## src/rtl/alu_pipe_pkg.sv

```systemverilog
// alu_pipe_pkg -- shared constants for the pipelined ALU.
//   ALU_OP_*  : 3-bit operation codes presented on in_op.
//   FLAG_*    : bit positions inside the 4-bit flag vector {N, Z, C, V}.
package alu_pipe_pkg;

  localparam logic [2:0] ALU_OP_ADD = 3'b000;
  localparam logic [2:0] ALU_OP_SUB = 3'b001;
  localparam logic [2:0] ALU_OP_AND = 3'b010;
  localparam logic [2:0] ALU_OP_OR  = 3'b011;
  localparam logic [2:0] ALU_OP_XOR = 3'b100;
  localparam logic [2:0] ALU_OP_NOT = 3'b101;
  localparam logic [2:0] ALU_OP_SHL = 3'b110;
  localparam logic [2:0] ALU_OP_SHR = 3'b111;

  localparam int FLAG_N = 3;
  localparam int FLAG_Z = 2;
  localparam int FLAG_C = 1;
  localparam int FLAG_V = 0;

endpackage

```

## src/rtl/alu_core.sv

```systemverilog
// alu_core -- purely combinational WIDTH-bit ALU.
//   op     : operation code (alu_pipe_pkg::ALU_OP_*)
//   a, b   : operands
//   cin    : carry-in for ADD, borrow-in for SUB; ignored by other ops
//   result : WIDTH-bit result
//   flags  : {N, Z, C, V}; C is carry-out (ADD), borrow (SUB) or the bit
//            shifted out (SHL/SHR); V is signed overflow for ADD/SUB only
module alu_core
  import alu_pipe_pkg::*;
#(
  parameter int WIDTH = 8
) (
  input  logic [2:0]       op,
  input  logic [WIDTH-1:0] a,
  input  logic [WIDTH-1:0] b,
  input  logic             cin,
  output logic [WIDTH-1:0] result,
  output logic [3:0]       flags
);

  // Two's-complement overflow from operand/result sign bits.
  function automatic logic add_ovf(input logic sa, input logic sb, input logic sr);
    return (sa == sb) && (sr != sa);
  endfunction

  function automatic logic sub_ovf(input logic sa, input logic sb, input logic sr);
    return (sa != sb) && (sr != sa);
  endfunction

  logic [WIDTH:0]   ext;
  logic [WIDTH-1:0] res;
  logic             c;
  logic             v;

  always_comb begin
    ext = '0;
    res = '0;
    c   = 1'b0;
    v   = 1'b0;
    case (op)
      ALU_OP_ADD: begin
        ext = {1'b0, a} + {1'b0, b} + {{WIDTH{1'b0}}, cin};
        res = ext[WIDTH-1:0];
        c   = ext[WIDTH];
        v   = add_ovf(a[WIDTH-1], b[WIDTH-1], res[WIDTH-1]);
      end
      ALU_OP_SUB: begin
        // The extra top bit goes high exactly when a < b + cin (unsigned).
        ext = {1'b0, a} - {1'b0, b} - {{WIDTH{1'b0}}, cin};
        res = ext[WIDTH-1:0];
        c   = ext[WIDTH];
        v   = sub_ovf(a[WIDTH-1], b[WIDTH-1], res[WIDTH-1]);
      end
      ALU_OP_AND: res = a & b;
      ALU_OP_OR:  res = a | b;
      ALU_OP_XOR: res = a ^ b;
      ALU_OP_NOT: res = ~a;
      ALU_OP_SHL: begin
        res = {a[WIDTH-2:0], 1'b0};
        c   = a[WIDTH-1];
      end
      ALU_OP_SHR: begin
        res = {1'b0, a[WIDTH-1:1]};
        c   = a[0];
      end
      default: res = '0;
    endcase
  end

  always_comb begin
    result         = res;
    flags          = '0;
    flags[FLAG_N]  = res[WIDTH-1];
    flags[FLAG_Z]  = (res == '0);
    flags[FLAG_C]  = c;
    flags[FLAG_V]  = v;
  end

endmodule

```

## src/rtl/alu_pipe.sv

```systemverilog
// alu_pipe -- two-stage pipelined ALU with valid/ready on both sides.
//   clk, rst       : clock, synchronous active-high reset
//   in_valid/ready : operand beat handshake (in_op, in_a, in_b, in_chain)
//   out_valid/ready: result beat handshake (out_result, out_flags {N,Z,C,V})
// Optional feature macro: ALU_PIPE_CARRY_CHAIN_EN. When defined, a carry
// register captures C from every ADD/SUB and in_chain feeds it back as the
// carry/borrow-in, so wide add/sub can be streamed limb by limb. When
// undefined, in_chain is ignored and carry-in is always 0.
module alu_pipe
  import alu_pipe_pkg::*;
#(
  parameter int WIDTH = 8
) (
  input  logic             clk,
  input  logic             rst,
  input  logic             in_valid,
  output logic             in_ready,
  input  logic [2:0]       in_op,
  input  logic [WIDTH-1:0] in_a,
  input  logic [WIDTH-1:0] in_b,
  input  logic             in_chain,
  output logic             out_valid,
  input  logic             out_ready,
  output logic [WIDTH-1:0] out_result,
  output logic [3:0]       out_flags
);

  logic             vld_p1;
  logic [2:0]       op_p1;
  logic [WIDTH-1:0] a_p1;
  logic [WIDTH-1:0] b_p1;
  logic             vld_p2;
  logic [WIDTH-1:0] result_p2;
  logic [3:0]       flags_p2;

  logic             s1_load;
  logic             s2_load;
  logic             cin;
  logic [WIDTH-1:0] core_result;
  logic [3:0]       core_flags;

  assign s2_load  = vld_p1 && (!vld_p2 || out_ready);
  assign in_ready = !rst && (!vld_p1 || s2_load);
  assign s1_load  = in_valid && in_ready;

  // ---- Stage 1: operand capture ----
  always_ff @(posedge clk) begin
    if (rst)          vld_p1 <= 1'b0;
    else if (s1_load) vld_p1 <= 1'b1;
    else if (s2_load) vld_p1 <= 1'b0;
  end

  always_ff @(posedge clk) begin
    if (s1_load) begin
      op_p1 <= in_op;
      a_p1  <= in_a;
      b_p1  <= in_b;
    end
  end

`ifdef ALU_PIPE_CARRY_CHAIN_EN
  logic chain_p1;
  logic carry_q;

  always_ff @(posedge clk) begin
    if (s1_load) chain_p1 <= in_chain;
  end

  // Beats retire in order, so the carry seen here always belongs to the
  // most recent ADD/SUB ahead of this beat.
  always_ff @(posedge clk) begin
    if (rst)
      carry_q <= 1'b0;
    else if (s2_load && (op_p1 == ALU_OP_ADD || op_p1 == ALU_OP_SUB))
      carry_q <= core_flags[FLAG_C];
  end

  assign cin = chain_p1 && carry_q;
`else
  logic unused_chain;
  assign unused_chain = in_chain;
  assign cin          = 1'b0;
`endif

  alu_core #(
    .WIDTH(WIDTH)
  ) u_core (
    .op    (op_p1),
    .a     (a_p1),
    .b     (b_p1),
    .cin   (cin),
    .result(core_result),
    .flags (core_flags)
  );

  // ---- Stage 2: result register ----
  always_ff @(posedge clk) begin
    if (rst) begin
      vld_p2    <= 1'b0;
      result_p2 <= '0;
      flags_p2  <= '0;
    end else if (s2_load) begin
      vld_p2    <= 1'b1;
      result_p2 <= core_result;
      flags_p2  <= core_flags;
    end else if (out_ready) begin
      vld_p2    <= 1'b0;
    end
  end

  assign out_valid  = vld_p2;
  assign out_result = result_p2;
  assign out_flags  = flags_p2;

endmodule

```

## config.mk

```make
export PLATFORM = sky130hd
export DESIGN_NAME = alu_pipe
export DESIGN_NICKNAME = d
export VERILOG_FILES = /design/src/rtl/alu_pipe_pkg.sv /design/src/rtl/alu_core.sv /design/src/rtl/alu_pipe.sv
export SDC_FILE = /design/constraint.sdc
export NUM_CORES = 1
export LEC_CHECK = 0
export CAP_MARGIN = 10
export CORE_MARGIN = 2
export CORE_UTILIZATION = 35
export DETAILED_ROUTE_END_ITERATION = 7
export PLACE_DENSITY_LB_ADDON = 0.25
export SLEW_MARGIN = 20
export SYNTH_ARGS = -nofsm -noshare
export SYNTH_HDL_FRONTEND = slang
export SYNTH_SLANG_ARGS = --single-unit
export TNS_END_PERCENT = 10
```

## constraint.sdc

```tcl
create_clock -name clk -period 2.1 [get_ports clk]
set_clock_uncertainty 0.1 [all_clocks]
set_input_delay 0.315 -clock clk [delete_from_list [all_inputs] [get_ports clk]]
set_output_delay 0.315 -clock clk [all_outputs]
set_load 0.02 [all_outputs]
```

==> impl_metrics.py, run 1 <==
metrics = {
    "hold_path": {
        "min-delay-start": "out_result[2]",
        "hold_class": "reg2reg",
        "holdPathStages": 2,
        "min_to": "out_result[2]",
    },
    "worst_setup_path": {
        "path_class": "reg2reg",
        "worstReg2RegEnd": "out_flags[2]",
        "cp_top_family": "multiplexers",
        "critPathSlowestCell": "mux4_2",
        "crit_chain": "inv_2, ha_4, fa_2, mux2_2, mux4_2, nand3_2, nor4_1, a31o_1",
        "path_buf_inv": 1,
        "critPathCaptureType": "flip-flop",
        "rr_startpoint": "a_p1[0]",
        "cp_data_arrival_time_ns": 2.44,
        "start_kind": "flip-flop",
        "max_stage_delay_ns": 0.49,
        "path_max_fanout": 3,
        "reg2reg_depth": 8,
        "r2r_slack_ns": -0.24,
        "worstPathRequired_ns": 2.20,
    },
    "detailed_routing": {
        "finalWirelength_um": 6150,
        "wl_per_cell_um": 13.4,
        "drc_errors": 0,
        "first_pass_iters": 4,
        "via_per_inst": 4.85,
        "vias": 2225,
        "detail-route-antenna-nets": 0,
        "drt_iter0_markers": 129,
    },
    "layout": {
        "layout.cells.non_filler": 459,
        "final_area_um2": 3580,
        "num-fill-cells": 713,
        "layout.nets": 409,
        "postLayoutCoreUtil_pct": 50.1,
        "area_growth_pct": 41.1,
        "layout-drive-gt1-share_pct": 29.7,
        "diodes": 0,
        "mostFrequentLayoutCells": "55 x buf_4, 35 x clkdlybuf4s50_1, 24 x nand2_1",
        "final_common_cell": "buf_4",
    },
    "timing": {
        "finalSetupViolations": 8,
        "hold_viol": 0,
        "finalSetupTns_ns": -1.19,
        "final_max_slew_viol_count": 0,
        "min_period_ns": 2.34,
        "worst_slack_ns": -0.245,
        "worstMarginPinSlew_ns": 0.438,
        "max_slew_margin_pct": 70.7,
        "fmax_mhz": 426,
        "rsz0062_at_grt": "true",
        "period_share_pct": 112,
    },
    "clocking": {
        "htreeDepth": 2,
        "clkLatencyLatePin_ns": 0.29,
        "clock_sinks": 32,
        "clk_pin_slew_ns": 0.08,
        "clock_tree.buffer_depth": 2,
        "clockRootBuffer": "clkbuf_8",
        "cts_buffers": 5,
        "cts_tree": "built",
        "cts_hold_buf": 0,
    },
    "outcome": {
        "failed_checks": "negative setup slack",
        "status": "finished with violations",
    },
    "power_and_ir_drop": {
        "ir_worst_vdd_v": 0.000197,
        "p_leak_nw": 1.48,
        "power_density_nw_per_um2": 488,
    },
    "global_routing": {
        "track_usage_pct": 16.7,
        "gr-total-overflow": 0,
        "grt_pass1_wl_um": 10100,
        "grt_pass1_vias": 2147,
        "grt_max_degree": 33,
        "antenna_found_initial": 0,
    },
    "die": {
        "dieArea_um2": 7940,
        "core_area_um2": 7140,
        "rows": 31,
        "ios": 38,
        "start_util_pct": 35.5,
        "fp.dieW_um": 89.1,
        "die_y_um": 89.1,
    },
    "placement": {
        "dp_hpwl_um": 4620,
        "gp_congestion": 0.853,
        "port_buffers": 36,
        "placed_area_um2": 3360,
        "dp_cells": 447,
    },
    "synth": {
        "synthArstFlopShare_pct": 0,
        "netlist_area_um2": 2540,
        "synth-main-ff-cell": "edfxtp_1",
        "netlist_instances": 274,
        "syn_area_per_cell_um2": 9.26,
        "yosysWarnings": 0,
        "seq_area_frac_synth_pct": 32.8,
        "synth_cell_type_count": 65,
        "synth-edff-count": 19,
        "synth_nets": 324,
        "ys_seq_elements": 32,
    },
    "run": {
        "maxCapViolations": 0,
    },
}
==> per-stage QoR <==
| stage | power, W | setup WS, ns | hold slack, ns |
|---|---|---|---|
| 3_5_place_dp | 0.00121 | -0.334 | 0.352 |
| 3_3_place_gp | 0.00121 | -0.264 | 0.342 |
| 5_1_grt | 0.00184 | -0.383 | 0.383 |
| 2_1_floorplan | 0.00101 | -0.185 | 0.288 |
| 6_report | 0.00174 | -0.245 | 0.359 |
| 4_1_cts | 0.00175 | -0.275 | 0.362 |
==> layout make-up <==
cell class	count	area [um^2]	area share [%]
flip-flops and latches	32	831	23.2
multi-input cells	201	1600	44.8
repair buffers	94	836	23.4
clock buffers	6	82.6	2.31
inverters	25	93.8	2.62
clock inverters	2	10.0	0.280
well taps	99	124	3.46
==> repair_timing <==
action,in CTS,in global routing
resized for setup,15,5
setup buffers,2,2
cloned,0,0
setup endpoints to repair,9,10
pin swaps,3,2
==> cells in the mapped netlist, types with 2 or more instances <==
cell / n / area share, %
inv_1: 23 / 3.4
nor3_1: 5 / 0.99
a31oi_1: 6 / 1.5
nor2_2: 2 / 0.49
xor2_1: 2 / 0.69
o22ai_1: 2 / 0.49
a21oi_2: 2 / 0.69
edfxtp_1: 19 / 22
a21o_1: 2 / 0.59
buf_4: 4 / 1.2
o2111ai_1: 2 / 0.69
nand3_1: 2 / 0.39
a211oi_1: 4 / 1.2
nor2_1: 19 / 2.8
nand2b_1: 8 / 2.0
a21oi_1: 25 / 4.9
xnor2_1: 5 / 1.7
ha_1: 24 / 12
nand2_1: 24 / 3.6
dfxtp_1: 13 / 10
mux2i_1: 2 / 0.79
nor3b_1: 2 / 0.59
buf_2: 5 / 0.99
a221oi_1: 2 / 0.69
clkbuf_1: 3 / 0.44
a2bb2oi_1: 2 / 0.69
fa_1: 2 / 1.6
mux4_2: 2 / 1.8
buf_6: 4 / 1.8
inv_2: 2 / 0.30
o21bai_1: 2 / 0.59
o21ai_0: 13 / 2.6
nor2b_1: 5 / 1.2
or2_2: 2 / 0.49
o31a_1: 2 / 0.69
a32oi_1: 2 / 0.69
==> power by group <==
group | internal, W | total (W) | leakage, nW | switching (W)
Combinational | 0.000268 | 0.000518 | 1.15 | 0.000250
Clock | 0.000262 | 0.000514 | 0.0510 | 0.000252
Sequential | 0.000696 | 0.000713 | 0.285 | 0.0000166
==> state kept, by name, summed over array words and instances (netlist names) <==
| signal | cells |
|---|---|
| vld_p1 | 1 |
| out_flags | 3 |
| a_p1 | 8 |
| op_p1 | 3 |
| b_p1 | 8 |
| out_valid | 1 |
| out_result | 8 |
==> routing by layer <==
layer	up-vias	share of wire, %	track usage, %
met4	0	1.1	4.88
met3	6	4.7	3.51
met2	58	47	27.3
met1	1023	47	22.1
li1	1138	-	-
met5	-	0	0
==> cells by family after synthesis <==
group                      Yosys count  share of synthesized area [%]
AOI/OAI and AO/OA                   81                           22.9
and+or+nand+nor                     81                           16.8
buffers and inverters               41                           8.09
DFF                                 32                           32.8
adders and majority gates           26                           13.4
xor gates and xnor gates             7                           2.42
muxes                                6                           3.60
==> tightest hold or removal path, stage by stage (launching register included) <==
cell and delay [ns]:
dfxtp_1 0.31, nand2_1 0.05, a21oi_1 0.05
==> worst max path at each step <==
| stage | to | slack (ns) | cells after the start | from |
|---|---|---|---|---|
| after floorplan | out_flags[2] | -0.18 | 8 | a_p1[0] |
| after global placement | out_flags[2] | -0.26 | 9 | b_p1[0] |
| after detailed placement | out_flags[2] | -0.33 | 9 | b_p1[0] |
| after CTS | out_flags[2] | -0.27 | 9 | b_p1[0] |
| after global routing | out_flags[2] | -0.38 | 10 | b_p1[0] |
| final | out_flags[2] | -0.24 | 8 | a_p1[0] |
(Power assumes the default switching activity.)
==> run 2: changes to the inputs <==
--- a/config.mk
+++ b/config.mk
@@ -10,7 +10,6 @@
 export CORE_UTILIZATION = 35
 export DETAILED_ROUTE_END_ITERATION = 7
 export PLACE_DENSITY_LB_ADDON = 0.25
-export SLEW_MARGIN = 20
 export SYNTH_ARGS = -nofsm -noshare
 export SYNTH_HDL_FRONTEND = slang
 export SYNTH_SLANG_ARGS = --single-unit
==> results of run 2 <==
No change in the layout: final DEF, timing and power equal those of run 1.
==> run 3: changes to the inputs <==
--- a/config.mk
+++ b/config.mk
@@ -5,11 +5,13 @@
 export SDC_FILE = /design/constraint.sdc
 export NUM_CORES = 1
 export LEC_CHECK = 0
+export ABC_AREA = 1
 export CAP_MARGIN = 10
 export CORE_MARGIN = 2
 export CORE_UTILIZATION = 35
 export DETAILED_ROUTE_END_ITERATION = 7
 export PLACE_DENSITY_LB_ADDON = 0.25
+export SETUP_SLACK_MARGIN = 0.5
 export SYNTH_ARGS = -nofsm -noshare
 export SYNTH_HDL_FRONTEND = slang
 export SYNTH_SLANG_ARGS = --single-unit
==> constraint.sdc (replaced) <==
create_clock -name clk -period 2.15 [get_ports clk]
set_clock_uncertainty 0.1 [all_clocks]
set_input_delay 0.3225 -clock clk [delete_from_list [all_inputs] [get_ports clk]]
set_output_delay 0.3225 -clock clk [all_outputs]
set_load 0.02 [all_outputs]
==> run 3 against run 2 <==
  * The flow now finishes without violations
  * Critical path depth grew 2
  * Power is 2.6% lower
  * Sequential share of layout area decreased by 0.70 points
  * Sequential power shrank 1%
  * Global-route usage grew 1.6 points
  * Synthesized cell count rose by 32%
  * Cell count grew 18%
  * Count of clock-buffer cells in the layout grew 1
  * Sequential cell count unchanged
  * Via count is 20% higher
  * Critical path type unchanged
  * Critical endpoint unchanged
  * Highest routed layer unchanged
==> impl_metrics.py, run 3 <==
metrics = {
    "timing": {
        "hold_viol": 0,
        "worstMarginPinSlew_ns": 0.415,
        "fmax_mhz": 478,
        "finalSetupViolations": 0,
        "period_share_pct": 97.3,
        "rsz0062_at_grt": "true",
        "max_slew_margin_pct": 72.3,
        "min_period_ns": 2.09,
        "hold_ws_ns": 0.305,
        "final_max_slew_viol_count": 0,
    },
    "synth": {
        "yosysWarnings": 0,
        "synthArstFlopShare_pct": 0,
        "seq_area_frac_synth_pct": 33.2,
        "synthAdderAreaFrac_pct": 13.6,
        "synth_top_family_by_area": "simple AND/OR/NAND/NOR gates",
        "synthTopCellsByArea": "edfxtp_1 23%, nand2_1 14%, ha_1 12%",
        "netlist_area_um2": 2510,
        "yosys.area_share.xor_xnor_pct": 0.699,
        "synth_cell_type_count": 28,
        "synth-edff-count": 19,
        "ys_seq_elements": 32,
        "yosys.area_share.simple_pct": 31.2,
        "synthMuxAreaShare_pct": 0,
        "synth.largest_area_cell": "edfxtp_1",
        "synth-main-ff-cell": "edfxtp_1",
        "syn_area_per_cell_um2": 6.92,
        "synth.top_cells.by_count": "92 x nand2_1, 54 x inv_1, 47 x nor2_1",
        "post-synth-top-count-cell": "nand2_1",
        "netlist.area_leader.share_pct": 22.8,
        "netlist_instances": 362,
        "synth_nets": 412,
        "synth_compound_area_share_pct": 10.6,
    },
    "clocking": {
        "clockRootBuffer": "clkbuf_8",
        "htreeDepth": 2,
        "clk_pin_slew_ns": 0.07,
        "cts_buffers": 5,
        "cts_tree": "built",
        "clock_tree.buffer_depth": 2,
        "clkLatencyLatePin_ns": 0.29,
        "clock_sinks": 32,
        "cts_hold_buf": 0,
    },
    "global_routing": {
        "gr-total-overflow": 0,
        "grt_pass1_vias": 2376,
        "grt_pass1_wl_um": 10900,
        "antenna_found_initial": 0,
        "grt_max_degree": 20,
        "track_usage_pct": 18.2,
    },
    "worst_setup_path": {
        "critPathCaptureType": "flip-flop",
        "cp_data_arrival_time_ns": 2.22,
        "worstPathRequired_ns": 2.28,
        "path_max_fanout": 3,
        "start_kind": "flip-flop",
        "path_class": "reg2reg",
        "reg2reg_depth": 10,
    },
    "layout": {
        "layout-drive-gt1-share_pct": 28.0,
        "mostFrequentLayoutCells": "80 x nand2_1, 45 x buf_4, 40 x inv_1",
        "layout.cells.non_filler": 542,
        "layout.nets": 495,
        "final_common_cell": "nand2_1",
        "area_growth_pct": 47.2,
        "postLayoutCoreUtil_pct": 53.7,
        "diodes": 0,
    },
    "die": {
        "rows": 30,
        "start_util_pct": 36.5,
        "die_y_um": 88.6,
        "core_area_um2": 6870,
        "ios": 38,
        "dieArea_um2": 7850,
        "fp.dieW_um": 88.6,
    },
    "detailed_routing": {
        "vias": 2660,
        "drt_iter0_markers": 147,
        "first_pass_iters": 5,
        "finalWirelength_um": 7090,
        "via_per_inst": 4.91,
        "drc_errors": 0,
        "wl_per_cell_um": 13.1,
        "detail-route-antenna-nets": 0,
    },
    "power_and_ir_drop": {
        "power_density_nw_per_um2": 461,
        "ir_worst_vdd_v": 0.000380,
        "p_leak_nw": 1.88,
    },
    "placement": {
        "port_buffers": 36,
        "gp_congestion": 0.969,
        "dp_hpwl_um": 5320,
        "dp_cells": 516,
    },
    "outcome": {
        "status": "completed",
    },
    "run": {
        "maxCapViolations": 0,
    },
    "hold_path": {
        "holdPathStages": 6,
        "hold_class": "in2reg",
    },
}
run 3: logic make-up (layout without fill, tap and decap cells):
logic type | after synthesis | in the layout
flops | 32 | 32
buf+inv | 67 | 151
simple gates | 186 | 186
compound gates | 49 | 49
xor+xnor | 2 | 2
fa+ha+maj | 26 | 26
run 3: final cells by class:
| class | instances | area [um^2] |
|---|---|---|
| clock buffers | 7 | 86.3 |
| clock inverters | 1 | 6.26 |
| fillers | 645 | 3180 |
| inverters | 58 | 220 |
| multi-input cells | 263 | 1640 |
| flip-flops and latches | 32 | 831 |
| well taps | 96 | 120 |
| repair buffers | 85 | 788 |
run 3: worst max-delay path, cell delays in order (launching register included):
cell and delay, ns:
edfxtp_1 0.45, ha_2 0.23, fa_2 0.52, nor2_1 0.04
nor2_1 0.13, nand3_2 0.11, nor2_1 0.12, nand2_1 0.05
nor2_1 0.09, nand3_1 0.08, a21oi_1 0.11
run 3: report_power, final:
group,internal (W),switching (W)
clock network,0.000261,0.000235
logic,0.000231,0.000266
registers,0.000684,0.0000223
total,0.00118,0.000524
run 3: metrics by stage:
step	area, um^2	setup TNS [ns]	setup slack [ns]	total power (W)
after floorplan	2520	0	0.213	0.000956
after global placement	3200	0	0.0391	0.00114
after detailed placement	3200	0	0.00333	0.00114
after CTS	3300	0	0.0425	0.00165
after global routing	3690	-0.153	-0.0948	0.00180
final	3690	0	0.0586	0.00170
run 3: worst paths after layout:
path	startpoint	slack, ns	end
setup reg to reg	b_p1[0]	0.06	out_flags[2]
setup / recovery	b_p1[0]	0.06	out_flags[2]
hold / removal	out_ready	0.30	vld_p1
hold reg to reg	out_flags[1]	0.36	out_flags[1]
run 3: repair_timing:
item	CTS	global route
gates resized for setup	9	80
pin swaps	5	26
endpoints found under the setup margin	24	44
setup buffers	1	17
run 3: metal layers:
| metal | vias to the layer above | GRT usage (%) | wire length (um) |
|---|---|---|---|
| met1 | 1225 | 24.5 | 3230 |
| li1 | 1327 | - | - |
| met2 | 90 | 27.8 | 3290 |
| met4 | 0 | 9.09 | 204 |
| met3 | 18 | 3.73 | 364 |
| met5 | - | 0 | 0 |
